==> src/rtl/paddle_pkg.sv <==
// Shared constants and quadrature phase types for the paddle_bank encoder pipeline.
// Gray order of the {a,b} phase is 00 -> 01 -> 11 -> 10 -> 00 (forward direction).
package paddle_pkg;

    localparam int DEF_POS_MIN   = 0;
    localparam int DEF_POS_MAX   = 400;
    localparam int DEF_POS_RESET = 200;
    localparam int DEF_STEP      = 4;
    localparam int ACCEL_THRESH  = 4;

    typedef enum logic [1:0] {
        PH_00 = 2'b00,
        PH_01 = 2'b01,
        PH_11 = 2'b11,
        PH_10 = 2'b10
    } phase_e;

    typedef enum logic [1:0] {
        DIR_NONE,
        DIR_FWD,
        DIR_REV,
        DIR_ILLEGAL
    } dir_e;

    function automatic phase_e phase_fwd(input phase_e p);
        case (p)
            PH_00:   return PH_01;
            PH_01:   return PH_11;
            PH_11:   return PH_10;
            default: return PH_00;
        endcase
    endfunction

    // Classifies one filtered phase transition; a two-bit jump has no direction.
    function automatic dir_e phase_dir(input phase_e prev, input phase_e cur);
        if (cur == prev)            return DIR_NONE;
        if (cur == phase_fwd(prev)) return DIR_FWD;
        if (prev == phase_fwd(cur)) return DIR_REV;
        return DIR_ILLEGAL;
    endfunction

endpackage

==> src/rtl/paddle_bank_if.sv <==
// Encoder inputs, frame tick and paddle outputs of paddle_bank, bundled for port hookup.
// The master side drives encoders and the tick; the slave side is the paddle controller.
interface paddle_bank_if #(
    parameter int CHANNELS = 2,
    parameter int POS_W    = 10
);

    logic [CHANNELS-1:0]       enc_a;
    logic [CHANNELS-1:0]       enc_b;
    logic                      frame_tick;
    logic [CHANNELS*POS_W-1:0] pos;
    logic [CHANNELS-1:0]       moved;

    modport master (
        output enc_a,
        output enc_b,
        output frame_tick,
        input  pos,
        input  moved
    );

    modport slave (
        input  enc_a,
        input  enc_b,
        input  frame_tick,
        output pos,
        output moved
    );

endinterface

==> src/rtl/paddle_bank_quad_decoder.sv <==
// One encoder channel: 2-flop synchroniser, glitch filter, Gray decoder and a
// saturating signed detent accumulator that the frame logic clears via acc_clr_i.
module quad_decoder
    import paddle_pkg::*;
#(
    parameter int FILT  = 2,
    parameter int ACC_W = 6
) (
    input  logic                    clk,
    input  logic                    rst_n,
    input  logic                    enc_a_i,
    input  logic                    enc_b_i,
    input  logic                    acc_clr_i,
    output logic signed [ACC_W-1:0] acc_o
);

    localparam int CNT_W = $clog2(FILT + 1);
    localparam logic signed [ACC_W-1:0] ACC_MAX = {1'b0, {(ACC_W-1){1'b1}}};
    localparam logic signed [ACC_W-1:0] ACC_MIN = {1'b1, {(ACC_W-1){1'b0}}};

    phase_e sync1_q, sync2_q;
    phase_e cand_q, cand_d;
    phase_e filt_q, filt_d;
    phase_e prev_q;
    logic [CNT_W-1:0] cnt_q, cnt_d;
    logic signed [ACC_W-1:0] acc_q, acc_d, acc_base;
    dir_e dir;

    // NOTE: every register here is written with <= so all flops sample the pre-edge values.
    always_ff @(posedge clk or negedge rst_n) begin
        if (!rst_n) begin
            sync1_q <= PH_00;
            sync2_q <= PH_00;
            cand_q  <= PH_00;
            cnt_q   <= '0;
            filt_q  <= PH_00;
            prev_q  <= PH_00;
            acc_q   <= '0;
        end else begin
            sync1_q <= phase_e'({enc_a_i, enc_b_i});
            sync2_q <= sync1_q;
            cand_q  <= cand_d;
            cnt_q   <= cnt_d;
            filt_q  <= filt_d;
            prev_q  <= filt_q;
            acc_q   <= acc_d;
        end
    end

    // A new phase is accepted only after FILT identical samples that differ from filt_q.
    // NOTE: every output of a combinational block gets a default first, so no latch is inferred.
    always_comb begin
        filt_d = filt_q;
        cand_d = cand_q;
        cnt_d  = cnt_q;
        if (sync2_q == filt_q) begin
            cnt_d = '0;
        end else begin
            if (cnt_q != '0 && sync2_q == cand_q) begin
                cnt_d = cnt_q + CNT_W'(1);
            end else begin
                cand_d = sync2_q;
                cnt_d  = CNT_W'(1);
            end
            if (cnt_d == CNT_W'(FILT)) begin
                filt_d = sync2_q;
                cnt_d  = '0;
            end
        end
    end

    // A clear and a step in the same cycle leave exactly that step in the accumulator.
    always_comb begin
        dir      = phase_dir(prev_q, filt_q);
        acc_base = acc_clr_i ? '0 : acc_q;
        acc_d    = acc_base;
        case (dir)
            DIR_FWD: if (acc_base != ACC_MAX) acc_d = acc_base + ACC_W'(1);
            DIR_REV: if (acc_base != ACC_MIN) acc_d = acc_base - ACC_W'(1);
            default: acc_d = acc_base;
        endcase
    end

    assign acc_o = acc_q;

endmodule

==> src/rtl/paddle_bank.sv <==
// Multi-channel quadrature paddle controller: per-frame detent accumulation, clamped
// positions updated only at frame_tick. Optional acceleration via PADDLE_BANK_ACCEL_EN.
module paddle_bank
    import paddle_pkg::*;
#(
    parameter int CHANNELS  = 2,
    parameter int POS_W     = 10,
    parameter int POS_MIN   = DEF_POS_MIN,
    parameter int POS_MAX   = DEF_POS_MAX,
    parameter int POS_RESET = DEF_POS_RESET,
    parameter int STEP      = DEF_STEP,
    parameter int FILT      = 2,
    parameter int ACC_W     = 6
) (
    input  logic          clk,
    input  logic          rst_n,
    paddle_bank_if.slave  bus
);

    localparam int SUM_W = POS_W + ACC_W + 4;
    localparam logic signed [SUM_W-1:0] MIN_S  = SUM_W'(POS_MIN);
    localparam logic signed [SUM_W-1:0] MAX_S  = SUM_W'(POS_MAX);
    localparam logic signed [SUM_W-1:0] STEP_S = SUM_W'(STEP);
`ifdef PADDLE_BANK_ACCEL_EN
    localparam logic signed [SUM_W-1:0] FAST_S = SUM_W'(2 * STEP);
    localparam logic signed [SUM_W-1:0] THR_S  = SUM_W'(ACCEL_THRESH);
`endif

    logic [CHANNELS-1:0][ACC_W-1:0] acc_w;
    logic [POS_W-1:0]               pos_q [CHANNELS];
    logic [POS_W-1:0]               pos_d [CHANNELS];
    logic [CHANNELS-1:0]            moved_q, moved_d;
    logic [CHANNELS*POS_W-1:0]      pos_flat;

    for (genvar i = 0; i < CHANNELS; i++) begin : g_ch
        quad_decoder #(
            .FILT  (FILT),
            .ACC_W (ACC_W)
        ) u_dec (
            .clk       (clk),
            .rst_n     (rst_n),
            .enc_a_i   (bus.enc_a[i]),
            .enc_b_i   (bus.enc_b[i]),
            .acc_clr_i (bus.frame_tick),
            .acc_o     (acc_w[i])
        );
    end

    // The sum is formed wide enough that no detent count can wrap before the clamp.
    function automatic logic [POS_W-1:0] apply_move(input logic [POS_W-1:0] cur,
                                                    input logic [ACC_W-1:0] acc_raw);
        logic signed [SUM_W-1:0] cur_s;
        logic signed [SUM_W-1:0] acc_s;
        logic signed [SUM_W-1:0] step_s;
        logic signed [SUM_W-1:0] next_s;
        cur_s  = $signed({{(SUM_W-POS_W){1'b0}}, cur});
        acc_s  = SUM_W'($signed(acc_raw));
        step_s = STEP_S;
`ifdef PADDLE_BANK_ACCEL_EN
        if (acc_s >= THR_S || acc_s <= -THR_S) step_s = FAST_S;
`endif
        next_s = cur_s + acc_s * step_s;
        if (next_s < MIN_S) begin
            next_s = MIN_S;
        end else if (next_s > MAX_S) begin
            next_s = MAX_S;
        end
        return next_s[POS_W-1:0];
    endfunction

    always_comb begin
        for (int c = 0; c < CHANNELS; c++) begin
            pos_d[c]   = pos_q[c];
            moved_d[c] = 1'b0;
            if (bus.frame_tick) begin
                pos_d[c]   = apply_move(pos_q[c], acc_w[c]);
                moved_d[c] = (pos_d[c] != pos_q[c]);
            end
        end
    end

    // NOTE: the position array is a handful of flops, not a RAM, so it is reset like any register.
    always_ff @(posedge clk or negedge rst_n) begin
        if (!rst_n) begin
            for (int c = 0; c < CHANNELS; c++) begin
                pos_q[c] <= POS_W'(POS_RESET);
            end
            moved_q <= '0;
        end else begin
            for (int c = 0; c < CHANNELS; c++) begin
                pos_q[c] <= pos_d[c];
            end
            moved_q <= moved_d;
        end
    end

    always_comb begin
        pos_flat = '0;
        for (int c = 0; c < CHANNELS; c++) begin
            pos_flat[c*POS_W +: POS_W] = pos_q[c];
        end
    end

    assign bus.pos   = pos_flat;
    assign bus.moved = moved_q;

endmodule
==> src/flat_wrapper.sv <==
// flat-port wrapper written by rule: the top's interface ports become plain ports
module paddle_bank_flat import paddle_pkg::*;
#(
    parameter int CHANNELS  = 2,
    parameter int POS_W     = 10,
    parameter int POS_MIN   = DEF_POS_MIN,
    parameter int POS_MAX   = DEF_POS_MAX,
    parameter int POS_RESET = DEF_POS_RESET,
    parameter int STEP      = DEF_STEP,
    parameter int FILT      = 2,
    parameter int ACC_W     = 6
)
  (clk, rst_n, bus_enc_a, bus_enc_b, bus_frame_tick, bus_pos, bus_moved);
  paddle_bank_if #(.CHANNELS(CHANNELS), .POS_W(POS_W)) bus_i ();
  input  logic clk;
  input  logic rst_n;
  input wire logic [$bits(bus_i.enc_a)-1:0] bus_enc_a;
  input wire logic [$bits(bus_i.enc_b)-1:0] bus_enc_b;
  input wire logic [$bits(bus_i.frame_tick)-1:0] bus_frame_tick;
  output wire logic [$bits(bus_i.pos)-1:0] bus_pos;
  output wire logic [$bits(bus_i.moved)-1:0] bus_moved;
  assign bus_i.enc_a = bus_enc_a;
  assign bus_i.enc_b = bus_enc_b;
  assign bus_i.frame_tick = bus_frame_tick;
  assign bus_pos = bus_i.pos;
  assign bus_moved = bus_i.moved;
  paddle_bank #(.CHANNELS(CHANNELS), .POS_W(POS_W), .POS_MIN(POS_MIN), .POS_MAX(POS_MAX), .POS_RESET(POS_RESET), .STEP(STEP), .FILT(FILT), .ACC_W(ACC_W)) u_core (.clk(clk), .rst_n(rst_n), .bus(bus_i));
endmodule
==> config.mk <==
export PLATFORM = sky130hd
export DESIGN_NAME = paddle_bank_flat
export DESIGN_NICKNAME = d
export VERILOG_FILES = /design/src/rtl/paddle_pkg.sv /design/src/rtl/paddle_bank_if.sv /design/src/rtl/paddle_bank_quad_decoder.sv /design/src/rtl/paddle_bank.sv /design/src/flat_wrapper.sv
export SDC_FILE = /design/constraint.sdc
export NUM_CORES = 1
export LEC_CHECK = 0
export BUFFER_PORTS_ARGS = -buffer_cell sky130_fd_sc_hd__buf_4
export CAP_MARGIN = 20
export CORE_MARGIN = 8
export CORE_UTILIZATION = 47
export DETAILED_ROUTE_END_ITERATION = 7
export HOLD_SLACK_MARGIN = 0.02
export PLACE_DENSITY = 0.63
export SLEW_MARGIN = 20
export SYNTH_ARGS = -nofsm -noshare
export SYNTH_HDL_FRONTEND = slang
export SYNTH_SLANG_ARGS = --single-unit
==> constraint.sdc <==
create_clock -name clk -period 5.6 [get_ports clk]
set_clock_uncertainty 0.2 [all_clocks]
set_input_delay 0 -clock clk [delete_from_list [all_inputs] [get_ports clk]]
set_output_delay 0 -clock clk [all_outputs]
set_load 0.005 [all_outputs]
# Word level (Yosys, flattened, before mapping)
# Cells that the tools add are included.
[op_classes]
eq_ne = 30
shift = 0
n_lt_le_gt_ge = 4
bitwise = 4
mux = 58
mul = 0
n_reduce_logical = 12
n_div = 0
addsub = 8
[ops]
columns = ["op", "n"]
rows = [
  ["$mux 10", 6],
  ["$mux 2", 26],
  ["$mux 6", 6],
  ["$add 11x8->12", 2],
  ["$gt 12x10->1 const B", 2],
  ["$lt 12x1->1 const B", 2],
  ["$ne 6x6->1 const B", 4],
  ["$pmux 2 s3", 4],
  ["$pmux 6 s2", 2],
  ["$eq 2x2->1", 10],
  ["$ne 10x10->1", 2],
  ["$eq 2x2->1 const B", 8],
  ["$mux 1", 14],
  ["$add 6x2->6 const B", 2],
  ["$eq 2x1->1 const B", 6],
  ["$sub 6x2->6 const B", 2],
  ["$logic_not 2->1", 4],
  ["$reduce_and 2->1", 4],
  ["$add 2x1->2 const B", 2],
  ["$not 1->1", 4],
  ["$reduce_bool 2->1", 2],
  ["$logic_and 1x1->1", 2],
]
[word_totals]
latch_bits = 0
output_inout_bits = 22
word_cells = 133
in_bits = 7
ff_bits = 58
ramBits = 0
romBits = 0
n_memories = 0

# Logic depth before layout (Yosys ltp)
# Gate-level depths: netlist of run 1.
[logic_depth]
word_depth = 17
mapped_depth = 14
ltp_nobuf = 12

# Hierarchy
# A second synthesis of run 1 with hierarchy kept.
[hier_totals]
hier_cells = 492
hier_area_um2 = 4543.1
[modules_own_cells]
columns = ["module", "cells_each", "n_inst", "area_per_inst_um2", "seq_area_each_um2"]
rows = [
  ["quad_decoder", 123, 2, 1186.1, 450.4],
  ["paddle_bank", 246, 1, 2170.8, 558.0],
]

# Least setup slack after synthesis of run 1
# No wires, ideal clock.
[synth_timing]
kind = "reg-to-reg"
start = "register u_core.pos_q (netlist bit u_core.bus.pos[12])"
end = "register u_core.moved_q[1] (netlist: u_core.bus.moved[1])"
slack_ns = 2.417
path_stages_with_launch = 11
setup_time_ns = 0.129
path_buffers = 0
arrival_ns = 2.854
cell_sequence = "dfrtp_1 ha_1 fa_1 a211oi_1 nor2_1 xor2_1 o311ai_2 nand3_2 nor2_1 xor2_1 o41a_1"
[synth_between]
elab_chain_cells = 7
[synth_lines]
columns = ["element", "line", "text"]
rows = [
  ["start, declared", "paddle_bank.sv:30", "logic [POS_W-1:0] pos_q [CHANNELS];"],
  ["start signal, assigned by index", "paddle_bank.sv:86", "pos_q[c] <= POS_W'(POS_RESET);"],
  ["start signal, assigned by index", "paddle_bank.sv:91", "pos_q[c] <= pos_d[c];"],
  ["$add 11x8->12", "paddle_bank.sv:62", "next_s = cur_s + acc_s * step_s;"],
  ["$gt 12x10->1", "paddle_bank.sv:65", "end else if (next_s > MAX_S) begin"],
  ["$mux 10", "paddle_bank.sv:65", ""],
  ["$mux 10", "paddle_bank.sv:63", "if (next_s < MIN_S) begin"],
  ["$mux 10", "paddle_bank.sv:75", "if (bus.frame_tick) begin"],
  ["$ne 10x10->1 *", "paddle_bank.sv:77", "moved_d[c] = (pos_d[c] != pos_q[c]);"],
  ["$mux 1 *", "paddle_bank.sv:75", ""],
  ["via u_core.moved_d[1]", "paddle_bank.sv:32", "logic [CHANNELS-1:0] moved_q, moved_d;"],
  ["end signal, assigned", "paddle_bank.sv:93", "moved_q <= moved_d;"],
  ["end, declared", "paddle_bank.sv:32", ""],
]
# The timed path passes the listed nets; every way through them passes the cells marked *. The select of a mux whose other input is x is not followed.
# A chain may end at the register's enable or synchronous reset.

# Worst setup path in the final report of run 1
# Same ends and word-level chain as after synthesis.

==> results of run 1 <==
metal layers:
layer | up-vias | part of all wire [%] | track usage [%]
li1 | 1829 | - | -
met1 | 1749 | 47 | 19.5
met2 | 76 | 47 | 26.4
met3 | 12 | 4.7 | 3.84
met4 | 0 | 1.6 | 5.93
met5 | - | 0 | 0
cell families (layout without fill, tap and decap cells):
family | count (synthesis) | in the layout | synth area share, %
AO/OA/AOI/OAI | 138 | 138 | 22.5
adder cells (fa/ha/maj) | 32 | 32 | 9.67
flip-flops | 58 | 58 | 33.9
multiplexers | 17 | 17 | 4.34
AND/OR/NAND/NOR | 160 | 160 | 18.6
buffers and inverters | 49 | 84 | 4.42
XOR/XNOR | 32 | 32 | 6.52
how the worst max path moves through the flow:
| stage | cells past startpoint | endpoint | start |
|---|---|---|---|
| finish | 10 | u_core.bus.moved[1]$_DFF_PN0_ | u_core.bus.pos[12]$_DFFE_PN0P_ |
| global route | 10 | u_core.bus.moved[1]$_DFF_PN0_ | u_core.bus.pos[12]$_DFFE_PN0P_ |
| CTS | 10 | u_core.bus.moved[1]$_DFF_PN0_ | u_core.bus.pos[12]$_DFFE_PN0P_ |
| detailed placement | 10 | u_core.bus.moved[1]$_DFF_PN0_ | u_core.bus.pos[12]$_DFFE_PN0P_ |
| global placement | 10 | u_core.bus.moved[1]$_DFF_PN0_ | u_core.bus.pos[12]$_DFFE_PN0P_ |
| floorplan | 10 | u_core.bus.moved[1]$_DFF_PN0_ | u_core.bus.pos[12]$_DFFE_PN0P_ |
state kept, by name (all words and copies together) (netlist names):
signal	flops
u_core.bus.moved	2
u_core.bus.pos	20
u_core.g_ch.u_dec.acc_o	12
u_core.g_ch.u_dec.cand_q	4
u_core.g_ch.u_dec.cnt_q	4
u_core.g_ch.u_dec.filt_q	4
u_core.g_ch.u_dec.prev_q	4
u_core.g_ch.u_dec.sync1_q	4
u_core.g_ch.u_dec.sync2_q	4
final cells by class:
cell class                      count  area share (%)
Tap cell                          111            2.85
Sequential cell                    58            30.0
Clock buffer                       10            2.83
Timing Repair Buffer               34            5.55
Multi-Input combinational cell    379            54.4
Inverter                           34            2.62
Clock inverter                      6            1.82
power groups by stage:
stage / registers [mW] / logic, mW / clock network, mW
after floorplan: 0.706 / 1.43 / 0
after global placement: 0.758 / 1.74 / 0
after detailed placement: 0.767 / 1.77 / 0
after CTS: 0.759 / 1.78 / 0.468
after global routing: 0.784 / 2.01 / 0.481
final: 0.759 / 1.78 / 0.452
cells in the mapped netlist, types with 3 or more instances:
cell,count
dfrtp_1,52
nand4_1,4
inv_1,34
clkbuf_1,11
and3_1,3
o211ai_1,9
a21oi_1,29
nor3_1,16
nand2_1,41
a31oi_1,3
nor4_1,4
a222oi_1,4
a21o_1,4
nor2_1,40
mux2_2,13
nor2b_1,9
nand3_1,15
o31ai_1,4
o21a_1,5
xor2_1,18
mux2i_1,4
o22ai_1,3
dfstp_2,6
xnor2_1,14
o21ai_0,36
or3_1,3
nand2b_1,7
a211oi_1,6
a21boi_0,3
ha_1,30
o2bb2ai_1,7
repair_timing:
item                      in CTS  in global routing
hold buffers                   6                  0
hold endpoints to repair      85                  0
setup buffers                  0                  0
==> reports/results.ini, run 1 <==
[global_routing]
antenna_found_initial = 0
grt_max_degree = 59
track_usage_pct = 15.9
grt_pass1_wl_um = 16700
gr-total-overflow = 0
grt_pass1_vias = 3590

[cts]
root_buffer = clkbuf_8
cts_tree = yes
clk_path_buf_depth = 2
cts.sinks = 58
cts-htree-levels = 3
clk_latency_ns = 0.34
cts-resized-gates = 0
cts_inserted_buffers = 9
cts.clk_slew.worst_paths_ns = 0.08

[sta]
final_hold_viol_count = 0
tightest_slew_ns = 0.786
layout_min_cycle_time_ns = 3.60
timing.final.ws_setup_ns = 2.00
holdWs_ns = 0.0619
maxSlewHeadroom_pct = 47.6
period_share_pct = 64.2
maxSlewViolCount = 0
setup_viol = 0
grt_setup_unrepaired = false
fin_setup_tns_ns = 0
clock.fmax_ghz = 0.278

[worst_setup_path]
crit_required_ns = 5.63
crit_arrival_ns = 3.62
end_kind = register
cp_top_family = compound AO/OA/AOI/OAI gates
regToRegEndpoint = u_core.bus.moved[1]$_DFF_PN0_
critical_path_class = register to register
path_buf_inv = 0
startpoint_type = register
r2r_start = u_core.bus.pos[12]$_DFFE_PN0P_
r2r_slack_ns = 2.00
crit_fanout = 8
crit_chain = ha_1 -> fa_1 -> a211oi_1 -> nor2_1 -> xor2_1 -> o311ai_2 -> nand3_2 -> nor2_1 -> xor2_1 -> o41a_1
worst_r2r_path_depth = 10
slowest_stage = a211oi_1
timing.critical_path.slowest_cell_delay_ns = 0.55

[synthesis]
synth.avg_cell_area_sq_um = 8.84
syn_area_sq_um = 4300
synthCells = 486
synth-seq-cells = 58
yosysWarnings = 0
synth_area_leaders = dfrtp_1 (30%), ha_1 (8.7%), o21ai_0 (4.2%), dfstp_2 (3.7%), xor2_1 (3.7%)
yosysTopAreaCell = dfrtp_1
ys.flop_type = dfrtp_1
async_flop_share_pct = 100
synthesis.nets = 525
synth.top_cell.area_share_pct = 30.3
synth_edf_count = 0
yosysSeqAreaShare_pct = 33.9
synth.distinct_cells = 70

[placement]
io_buffers = 28
place_hpwl_um = 6820
post-place-cells = 610
gp_congestion = 0.841
dp_slack_ns = 2.03
dpl_cell_area_sq_um = 4580

[power_and_ir_drop]
pwr-share-clk_pct = 15.1
ir_drop_mv = 0.394
power_leakage_nw = 2.18
combPwrFrac_pct = 59.6
power.total_mw = 2.99
p_per_area_nw_per_um2 = 615
internal-power_mw = 1.62
switching_share_pct = 45.9
switchingPower_mw = 1.37
seq_power_share_pct = 25.3

[run]
maxCapViolCount = 0

[finish]
syn_to_final_growth_pct = 13.3
layout_common_cells = dfrtp_1 (52), nand2_1 (41), nor2_1 (40), o21ai_0 (36), inv_1 (34)
drive_above_1_share_pct = 14.2
antenna_cells = 0
nets = 555
multi_input_comb_area_sq_um = 2650
final_area_sq_um = 4870
final-seq-area_sq_um = 1460
final_util_pct = 53.7
final_common_cell = dfrtp_1
nFillCells = 840
final_cells = 632

[route]
vias = 3666
drt_iter0_drc = 228
dr.pass1.iters = 5
wire_per_inst_um = 15.2
drt-total-wl_um = 9640
drc = 0
viasPerCell = 5.80
detail-route-antenna-nets = 0

[floorplanning]
fp.dieH_um = 112
core-area_sq_um = 9060
die_x_um = 112
rows = 35
io_pins = 29
initial_core_util_pct = 47.4
fp.dieArea_sq_um = 12500

[run_status]
outcome = finished, final reports clean

[worst_hold_path]
hold_path_class = input pin to asynchronous set/reset pin

Note: power is estimated with default switching activity, not from simulation.
==> inputs of run 2 (changes only) <==
--- a/config.mk
+++ b/config.mk
@@ -5,13 +5,14 @@
 export SDC_FILE = /design/constraint.sdc
 export NUM_CORES = 1
 export LEC_CHECK = 0
+export ABC_AREA = 1
 export BUFFER_PORTS_ARGS = -buffer_cell sky130_fd_sc_hd__buf_4
 export CAP_MARGIN = 20
 export CORE_MARGIN = 8
 export CORE_UTILIZATION = 47
 export DETAILED_ROUTE_END_ITERATION = 7
 export HOLD_SLACK_MARGIN = 0.02
-export PLACE_DENSITY = 0.63
+export PLACE_DENSITY = 0.62
 export SLEW_MARGIN = 20
 export SYNTH_ARGS = -nofsm -noshare
 export SYNTH_HDL_FRONTEND = slang
==> constraint.sdc (replaced) <==
create_clock -name clk -period 3.5 [get_ports clk]
set_clock_uncertainty 0.2 [all_clocks]
set_input_delay 0 -clock clk [delete_from_list [all_inputs] [get_ports clk]]
set_output_delay 0 -clock clk [all_outputs]
set_load 0.005 [all_outputs]
==> reports/results.ini, run 2 <==
[run_status]
outcome = finished, final reports clean  ; unchanged

[placement]
post-place-cells = 760  ; was 610
place_hpwl_um = 7290  ; was 6820 um
io_buffers = 28  ; unchanged
gp_congestion = 0.892  ; was 0.841

[worst_setup_path]
r2r_slack_ns = 0.55  ; was 2.00 ns
startpoint_type = register  ; unchanged
crit_top_cell = nand3_1
crit_required_ns = 3.57  ; was 5.63 ns
crit_chain = ha_1 -> fa_1 -> or2_2 -> o21ai_0 -> nand3_1 -> nand3_1 -> nand2_1 -> nor2_4 -> nand2_1 -> or2_1 -> nand3_1 -> nor2_1 -> a21oi_2  ; was ha_1 -> fa_1 -> a211oi_1 -> nor2_1 -> xor2_1 -> o311ai_2 -> nand3_2 -> nor2_1 -> xor2_1 -> o41a_1
worst_r2r_path_depth = 13  ; was 10
crit_fanout = 11  ; was 8
r2r_start = u_core.bus.pos[2]$_DFFE_PN0P_  ; was u_core.bus.pos[12]$_DFFE_PN0P_
cp_top_family = simple AND/OR/NAND/NOR gates  ; was compound AO/OA/AOI/OAI gates
path_buf_inv = 0  ; unchanged
crit_start = u_core.bus.pos[2]$_DFFE_PN0P_  ; was u_core.bus.pos[12]$_DFFE_PN0P_
end_kind = register  ; unchanged
timing.critical_path.slowest_cell_delay_ns = 0.48  ; was 0.55 ns
slowest_stage = fa_1  ; was a211oi_1
regToRegEndpoint = u_core.bus.moved[0]$_DFF_PN0_  ; was u_core.bus.moved[1]$_DFF_PN0_
critical_path_class = register to register  ; unchanged
crit_arrival_ns = 3.02  ; was 3.62 ns

[finish]
final_common_cell = nand2_1  ; was dfrtp_1
largest_register_ffs = 20  ; unchanged
antenna_cells = 0  ; unchanged
final_cells = 782  ; was 632
syn_to_final_growth_pct = 14.0  ; was 13.3%
nets = 705  ; was 555
layout_common_cells = nand2_1 (175), inv_1 (110), nor2_1 (60), dfrtp_1 (52), nand3_1 (41)  ; was dfrtp_1 (52), nand2_1 (41), nor2_1 (40), o21ai_0 (36), inv_1 (34)
drive_above_1_share_pct = 10.6  ; was 14.2%
final_util_pct = 54.3  ; was 53.7%

[cts]
cts_setup_buffers = 0  ; unchanged
hold_buffers = 6  ; unchanged
root_buffer = clkbuf_8  ; unchanged
clk_path_buf_depth = 2  ; unchanged
cts_inserted_buffers = 9  ; unchanged
cts-resized-gates = 0  ; unchanged
cts_tree = yes  ; unchanged
cts.sinks = 58  ; unchanged
cts-htree-levels = 3  ; unchanged
cts.clk_slew.worst_paths_ns = 0.07  ; was 0.08 ns
clk_latency_ns = 0.34  ; about the same

[synthesis]
yosysTopAreaCell = dfrtp_1  ; unchanged
synth-seq-cells = 58  ; unchanged
synthMostInstantiatedCell = nand2_1  ; was dfrtp_1
synth_edf_count = 0  ; unchanged
async_flop_share_pct = 100  ; unchanged
synth.distinct_cells = 34  ; was 70
synth_area_leaders = dfrtp_1 (30%), nand2_1 (15%), inv_1 (9.6%), ha_1 (8.7%), nor2_1 (5.2%)  ; was dfrtp_1 (30%), ha_1 (8.7%), o21ai_0 (4.2%), dfstp_2 (3.7%), xor2_1 (3.7%)
syn_area_sq_um = 4320  ; was 4300 sq um
yosysWarnings = 0  ; unchanged
synthCells = 627  ; was 486
synth.avg_cell_area_sq_um = 6.88  ; was 8.84 sq um
synth.top_cell.area_share_pct = 30.2  ; was 30.3%
ys.flop_type = dfrtp_1  ; unchanged
yosysSeqAreaShare_pct = 33.8  ; was 33.9%
synthesis.nets = 666  ; was 525
synth_commonest_cells = nand2_1 (175), inv_1 (110), nor2_1 (60), dfrtp_1 (52), nand3_1 (41)  ; was dfrtp_1 (52), nand2_1 (41), nor2_1 (40), o21ai_0 (36), inv_1 (34)

[route]
detail-route-antenna-nets = 0  ; unchanged
vias = 3877  ; was 3666
drc = 0  ; unchanged
drt-total-wl_um = 9430  ; was 9640 um
wl_met2_um = 4510  ; was 4530 um
drt_iter0_drc = 190  ; was 228
wire_per_inst_um = 12.1  ; was 15.2 um
viasPerCell = 4.96  ; was 5.80
routed.top_layer = met4  ; unchanged
wl_met3_um = 409  ; was 452 um
m1WireLength_um = 4440  ; was 4500 um
dr.pass1.iters = 4  ; was 5

[sta]
grt_setup_unrepaired = false  ; unchanged
final_hold_viol_count = 0  ; unchanged
maxSlewHeadroom_pct = 51.0  ; was 47.6%
fin_setup_tns_ns = 0  ; unchanged
layout_min_cycle_time_ns = 2.95  ; was 3.60 ns
holdWs_ns = 0.0467  ; was 0.0619 ns
setup_viol = 0  ; unchanged
tightest_slew_ns = 0.735  ; was 0.786 ns
maxSlewViolCount = 0  ; unchanged
clock.fmax_ghz = 0.339  ; was 0.278 GHz
period_share_pct = 84.2  ; was 64.2%

[floorplanning]
io_pins = 29  ; unchanged
rows = 35  ; unchanged
fp.dieArea_sq_um = 12500  ; about the same
fp.dieH_um = 112  ; about the same
initial_core_util_pct = 47.6  ; was 47.4%
core-area_sq_um = 9060  ; unchanged
die_x_um = 112  ; about the same

[power_and_ir_drop]
pwr-share-clk_pct = 13.9  ; was 15.1%
ir_drop_mv = 0.433  ; was 0.394 mV
power_leakage_nw = 2.65  ; was 2.18 nW
switchingPower_mw = 2.50  ; was 1.37 mW
seq_power_share_pct = 22.8  ; was 25.3%
internal-power_mw = 2.59  ; was 1.62 mW
switching_share_pct = 49.1  ; was 45.9%
combPwrFrac_pct = 63.3  ; was 59.6%
p_per_area_nw_per_um2 = 1030  ; was 615 nW/um^2

[global_routing]
grt_pass1_vias = 3717  ; was 3590
antenna_found_initial = 0  ; unchanged
gr-total-overflow = 0  ; unchanged
grt_pass1_wl_um = 16400  ; was 16700 um
grt_max_degree = 59  ; unchanged
track_usage_pct = 15.9  ; about the same

[run]
maxCapViolCount = 0  ; unchanged

[worst_hold_path]
hold_path_class = input pin to asynchronous set/reset pin  ; unchanged

run 2: per-stage QoR:
| step | power [mW] | setup slack, ns | area, sq um |
|---|---|---|---|
| finish | 5.09 | 0.552 | 4920 |
| global route | 5.68 | 0.215 | 4920 |
| CTS | 5.13 | 0.549 | 4920 |
| detailed placement | 4.39 | 0.564 | 4630 |
| global placement | 4.35 | 0.644 | 4630 |
| floorplan | 3.69 | 0.778 | 4320 |
run 2: worst max path at each step:
| stage | slack (ns) | end | cells past startpoint |
|---|---|---|---|
| CTS | 0.55 | u_core.bus.moved[0]$_DFF_PN0_ | 13 |
| global placement | 0.64 | u_core.bus.moved[0]$_DFF_PN0_ | 13 |
| floorplan | 0.78 | u_core.bus.moved[0]$_DFF_PN0_ | 16 |
| finish | 0.55 | u_core.bus.moved[0]$_DFF_PN0_ | 13 |
| detailed placement | 0.56 | u_core.bus.moved[0]$_DFF_PN0_ | 13 |
| global route | 0.21 | u_core.bus.moved[1]$_DFF_PN0_ | 15 |
run 2: kinds of logic after synthesis:
family          after synthesis  synth area share, %
buf+inv                     118                 10.6
fa+ha+maj                    32                 9.63
flops                        58                 33.8
compound gates               74                 9.39
xor+xnor                     19                 3.86
simple gates                326                 32.8
run 2: worst register-to-register path, delay by kind of cell (launching register included):
kind	cells	cell delay, ns
AOI/OAI and AO/OA	2	0.26
adders and majority gates	2	0.74
DFF	1	0.42
and+or+nand+nor	9	1.28
run 2: per-layer routing:
layer,vias up,GRT usage (%)
li1,2060,-
met5,-,0
met2,49,26.7
met3,6,3.46
met4,0,6.47
met1,1762,19.4
run 2: final cells by class:
class | instances | area [sq um]
Inverter | 111 | 417
Fill cell | 861 | 4140
Tap cell | 111 | 139
Clock buffer | 10 | 138
Multi-Input combinational cell | 451 | 2400
Timing Repair Buffer | 35 | 278
Sequential cell | 58 | 1460
Clock inverter | 6 | 90.1
run 2: power groups by stage:
stage | Clock [mW] | Combinational (mW) | Sequential [mW]
2_1_floorplan | 0 | 2.57 | 1.11
4_1_cts | 0.736 | 3.24 | 1.16
5_1_grt | 0.754 | 3.73 | 1.19
3_3_place_gp | 0 | 3.18 | 1.17
3_5_place_dp | 0 | 3.22 | 1.17
6_report | 0.707 | 3.22 | 1.16
==> inputs of run 3 (changes only) <==
--- a/config.mk
+++ b/config.mk
@@ -12,7 +12,7 @@
 export CORE_UTILIZATION = 47
 export DETAILED_ROUTE_END_ITERATION = 7
 export HOLD_SLACK_MARGIN = 0.02
-export PLACE_DENSITY = 0.62
+export PLACE_DENSITY = 0.65
 export SLEW_MARGIN = 20
 export SYNTH_ARGS = -nofsm -noshare
 export SYNTH_HDL_FRONTEND = slang
==> constraint.sdc (replaced) <==
create_clock -name clk -period 2.5 [get_ports clk]
set_clock_uncertainty 0.2 [all_clocks]
set_input_delay 0 -clock clk [delete_from_list [all_inputs] [get_ports clk]]
set_output_delay 0 -clock clk [all_outputs]
set_load 0.005 [all_outputs]
==> reports/results.ini, run 3 (synthesized netlist as in run 2, its figures left out) <==
[run_status]
outcome = finished with violations  ; was finished, final reports clean
violations = setup timing

[sta]
clock.fmax_ghz = 0.364  ; was 0.339 GHz
tightest_slew_ns = 0.734  ; was 0.735 ns
final_hold_viol_count = 0  ; unchanged
maxSlewHeadroom_pct = 51.1  ; was 51.0%
period_share_pct = 110  ; was 84.2%
grt_setup_unrepaired = true  ; was false
maxSlewViolCount = 0  ; unchanged
setup_viol = 5  ; was 0
layout_min_cycle_time_ns = 2.74  ; was 2.95 ns
holdWs_ns = 0.0690  ; was 0.0467 ns
timing.final.ws_setup_ns = -0.244  ; was 0.552 ns

[power_and_ir_drop]
ir_drop_mv = 0.855  ; was 0.433 mV
seq_power_share_pct = 18.2  ; was 22.8%
power_leakage_nw = 2.98  ; was 2.65 nW
combPwrFrac_pct = 69.3  ; was 63.3%
switchingPower_mw = 4.00  ; was 2.50 mW
power.total_mw = 8.64  ; was 5.09 mW
internal-power_mw = 4.64  ; was 2.59 mW
pwr-share-clk_pct = 12.5  ; was 13.9%
p_per_area_nw_per_um2 = 1550  ; was 1030 nW/um^2
switching_share_pct = 46.3  ; was 49.1%

[finish]
final_common_cell = nand2_1  ; unchanged
largest_register_ffs = 20  ; unchanged
antenna_cells = 0  ; unchanged
final_cells = 842  ; was 782
nets = 765  ; was 705
layout_common_cells = nand2_1 (168), inv_1 (109), buf_4 (86), nor2_1 (57), dfrtp_1 (52)  ; was nand2_1 (175), inv_1 (110), nor2_1 (60), dfrtp_1 (52), nand3_1 (41)
drive_above_1_share_pct = 22.4  ; was 10.6%
syn_to_final_growth_pct = 29.0  ; was 14.0%
nFillCells = 825  ; was 861

[run]
maxCapViolCount = 0  ; unchanged

[cts]
cts.sinks = 58  ; unchanged
root_buffer = clkbuf_8  ; unchanged
cts.clk_slew.worst_paths_ns = 0.08  ; was 0.07 ns
cts_tree = yes  ; unchanged
cts-htree-levels = 3  ; unchanged
clk_path_buf_depth = 2  ; unchanged
clk_latency_ns = 0.34  ; about the same
cts_inserted_buffers = 9  ; unchanged

[floorplanning]
fp.dieH_um = 112  ; unchanged
fp.dieArea_sq_um = 12500  ; unchanged
core-area_sq_um = 9060  ; unchanged
rows = 35  ; unchanged
die_x_um = 112  ; unchanged
initial_core_util_pct = 47.6  ; unchanged
io_pins = 29  ; unchanged

[placement]
io_buffers = 28  ; unchanged
place_hpwl_um = 7710  ; was 7290 um
gp_congestion = 0.916  ; was 0.892
post-place-cells = 816  ; was 760

[route]
drc = 0  ; unchanged
dr.pass1.iters = 4  ; unchanged
vias = 4229  ; was 3877
wire_per_inst_um = 12.4  ; was 12.1 um
drt-total-wl_um = 10400  ; was 9430 um
drt_iter0_drc = 123  ; was 190
viasPerCell = 5.02  ; was 4.96
detail-route-antenna-nets = 0  ; unchanged

[worst_setup_path]
crit_chain = ha_2 -> fa_2 -> or2_4 -> o21ai_2 -> nand3_1 -> nand3_2 -> nand2_2 -> nor2_4 -> buf_12 -> nand2_4 -> nand2_1 -> nand2_1 -> nor2_1 -> nand2_1 -> nor2_2 -> a21oi_2  ; was ha_1 -> fa_1 -> or2_2 -> o21ai_0 -> nand3_1 -> nand3_1 -> nand2_1 -> nor2_4 -> nand2_1 -> or2_1 -> nand3_1 -> nor2_1 -> a21oi_2
startpoint_type = register  ; unchanged
end_kind = register  ; unchanged
crit_top_cell = nand2_1  ; was nand3_1
crit_fanout = 6  ; was 11
cp_top_family = simple AND/OR/NAND/NOR gates  ; unchanged
critical_path_class = register to register  ; unchanged
slowest_stage = fa_2  ; was fa_1
timing.critical_path.slowest_cell_delay_ns = 0.45  ; was 0.48 ns
crit_required_ns = 2.53  ; was 3.57 ns
crit_arrival_ns = 2.78  ; was 3.02 ns
path_buf_inv = 1  ; was 0

[global_routing]
antenna_found_initial = 0  ; unchanged
grt_pass1_vias = 4148  ; was 3717
track_usage_pct = 16.8  ; was 15.9%
gr-total-overflow = 0  ; unchanged
grt_max_degree = 59  ; unchanged
grt_pass1_wl_um = 17700  ; was 16400 um

[worst_hold_path]
hold_path_class = input pin to asynchronous set/reset pin  ; unchanged

[run 3: changes by cell type in the layout (fill, tap and decap cells not counted), moves of 4 or more]
cell,before,now
ha_1,30,26
nand3_1,41,37
nand2_2,6,11
buf_4,29,86
nand3_2,0,4
o21ai_0,40,30
o21ai_2,0,8
nand2_1,175,168
[run 3: final cells by class]
cell class / instances / area [sq um] / area share [%]
multi-input combinational: 451 / 2560 / 46.0
sequential: 58 / 1460 / 26.2
inverter: 111 / 419 / 7.53
tap: 111 / 139 / 2.50
timing repair buffer: 95 / 748 / 13.4
clock buffer: 9 / 124 / 2.23
clock inverter: 7 / 116 / 2.09
[run 3: path summary, 6_finish.rpt]
check                                                                  end  cells past startpoint  slack (ns)                                       from
worst max-delay path                         u_core.bus.moved[0]$_DFF_PN0_                     16       -0.24              u_core.bus.pos[2]$_DFFE_PN0P_
worst min-delay path                         u_core.bus.pos[5]$_DFFE_PN0P_                      2        0.07                                      rst_n
worst max register to register               u_core.bus.moved[0]$_DFF_PN0_                     16       -0.24              u_core.bus.pos[2]$_DFFE_PN0P_
worst min register to register   u_core.g_ch[0].u_dec.sync2_q[0]$_DFF_PN0_                      0        0.15  u_core.g_ch[0].u_dec.sync1_q[0]$_DFF_PN0_
max in group asynchronous       u_core.g_ch[0].u_dec.cand_q[1]$_DFFE_PN0P_                      2        1.54                                      rst_n
min in group clk                 u_core.g_ch[1].u_dec.sync1_q[1]$_DFF_PN0_                      2        0.11                               bus_enc_a[1]
[run 3: power by group through the flow]
stage	registers, mW	clock network [mW]	logic (mW)
5_1_grt	1.61	1.13	6.80
4_1_cts	1.55	1.10	5.61
3_5_place_dp	1.57	0	5.52
3_3_place_gp	1.55	0	5.39
2_1_floorplan	1.56	0	3.66
6_report	1.57	1.08	5.99
[run 3: per-stage QoR]
step                      instance area [sq um]  utilization, %  worst slack, ns  TNS (ns)
final                                      5570            61.4           -0.244    -0.615
after detailed placement                   5080            56.1           -0.188    -0.376
after global placement                     5080            56.1           -0.123    -0.197
after CTS                                  5400            59.6           -0.214    -0.505
after floorplan                            4330               -           -0.123    -0.169
after global routing                       5570            61.4           -0.365     -1.57
[run 3: routing by layer]
metal / GRT usage [%] / up-vias / part of all wire [%]
met1: 20.6 / 1979 / 46
met2: 29.2 / 64 / 50
li1: - / 2180 / -
met5: 0 / - / 0
met4: 5.56 / 0 / 0.69
met3: 2.87 / 6 / 2.8
[run 3: timing repair]
item	CTS	global route
gates cloned	0	0
endpoints found under the hold margin	72	0
resized for setup	4	40
buffers inserted	1	4
hold buffers	6	0
endpoints found under the setup margin	7	20
pin swaps	5	9
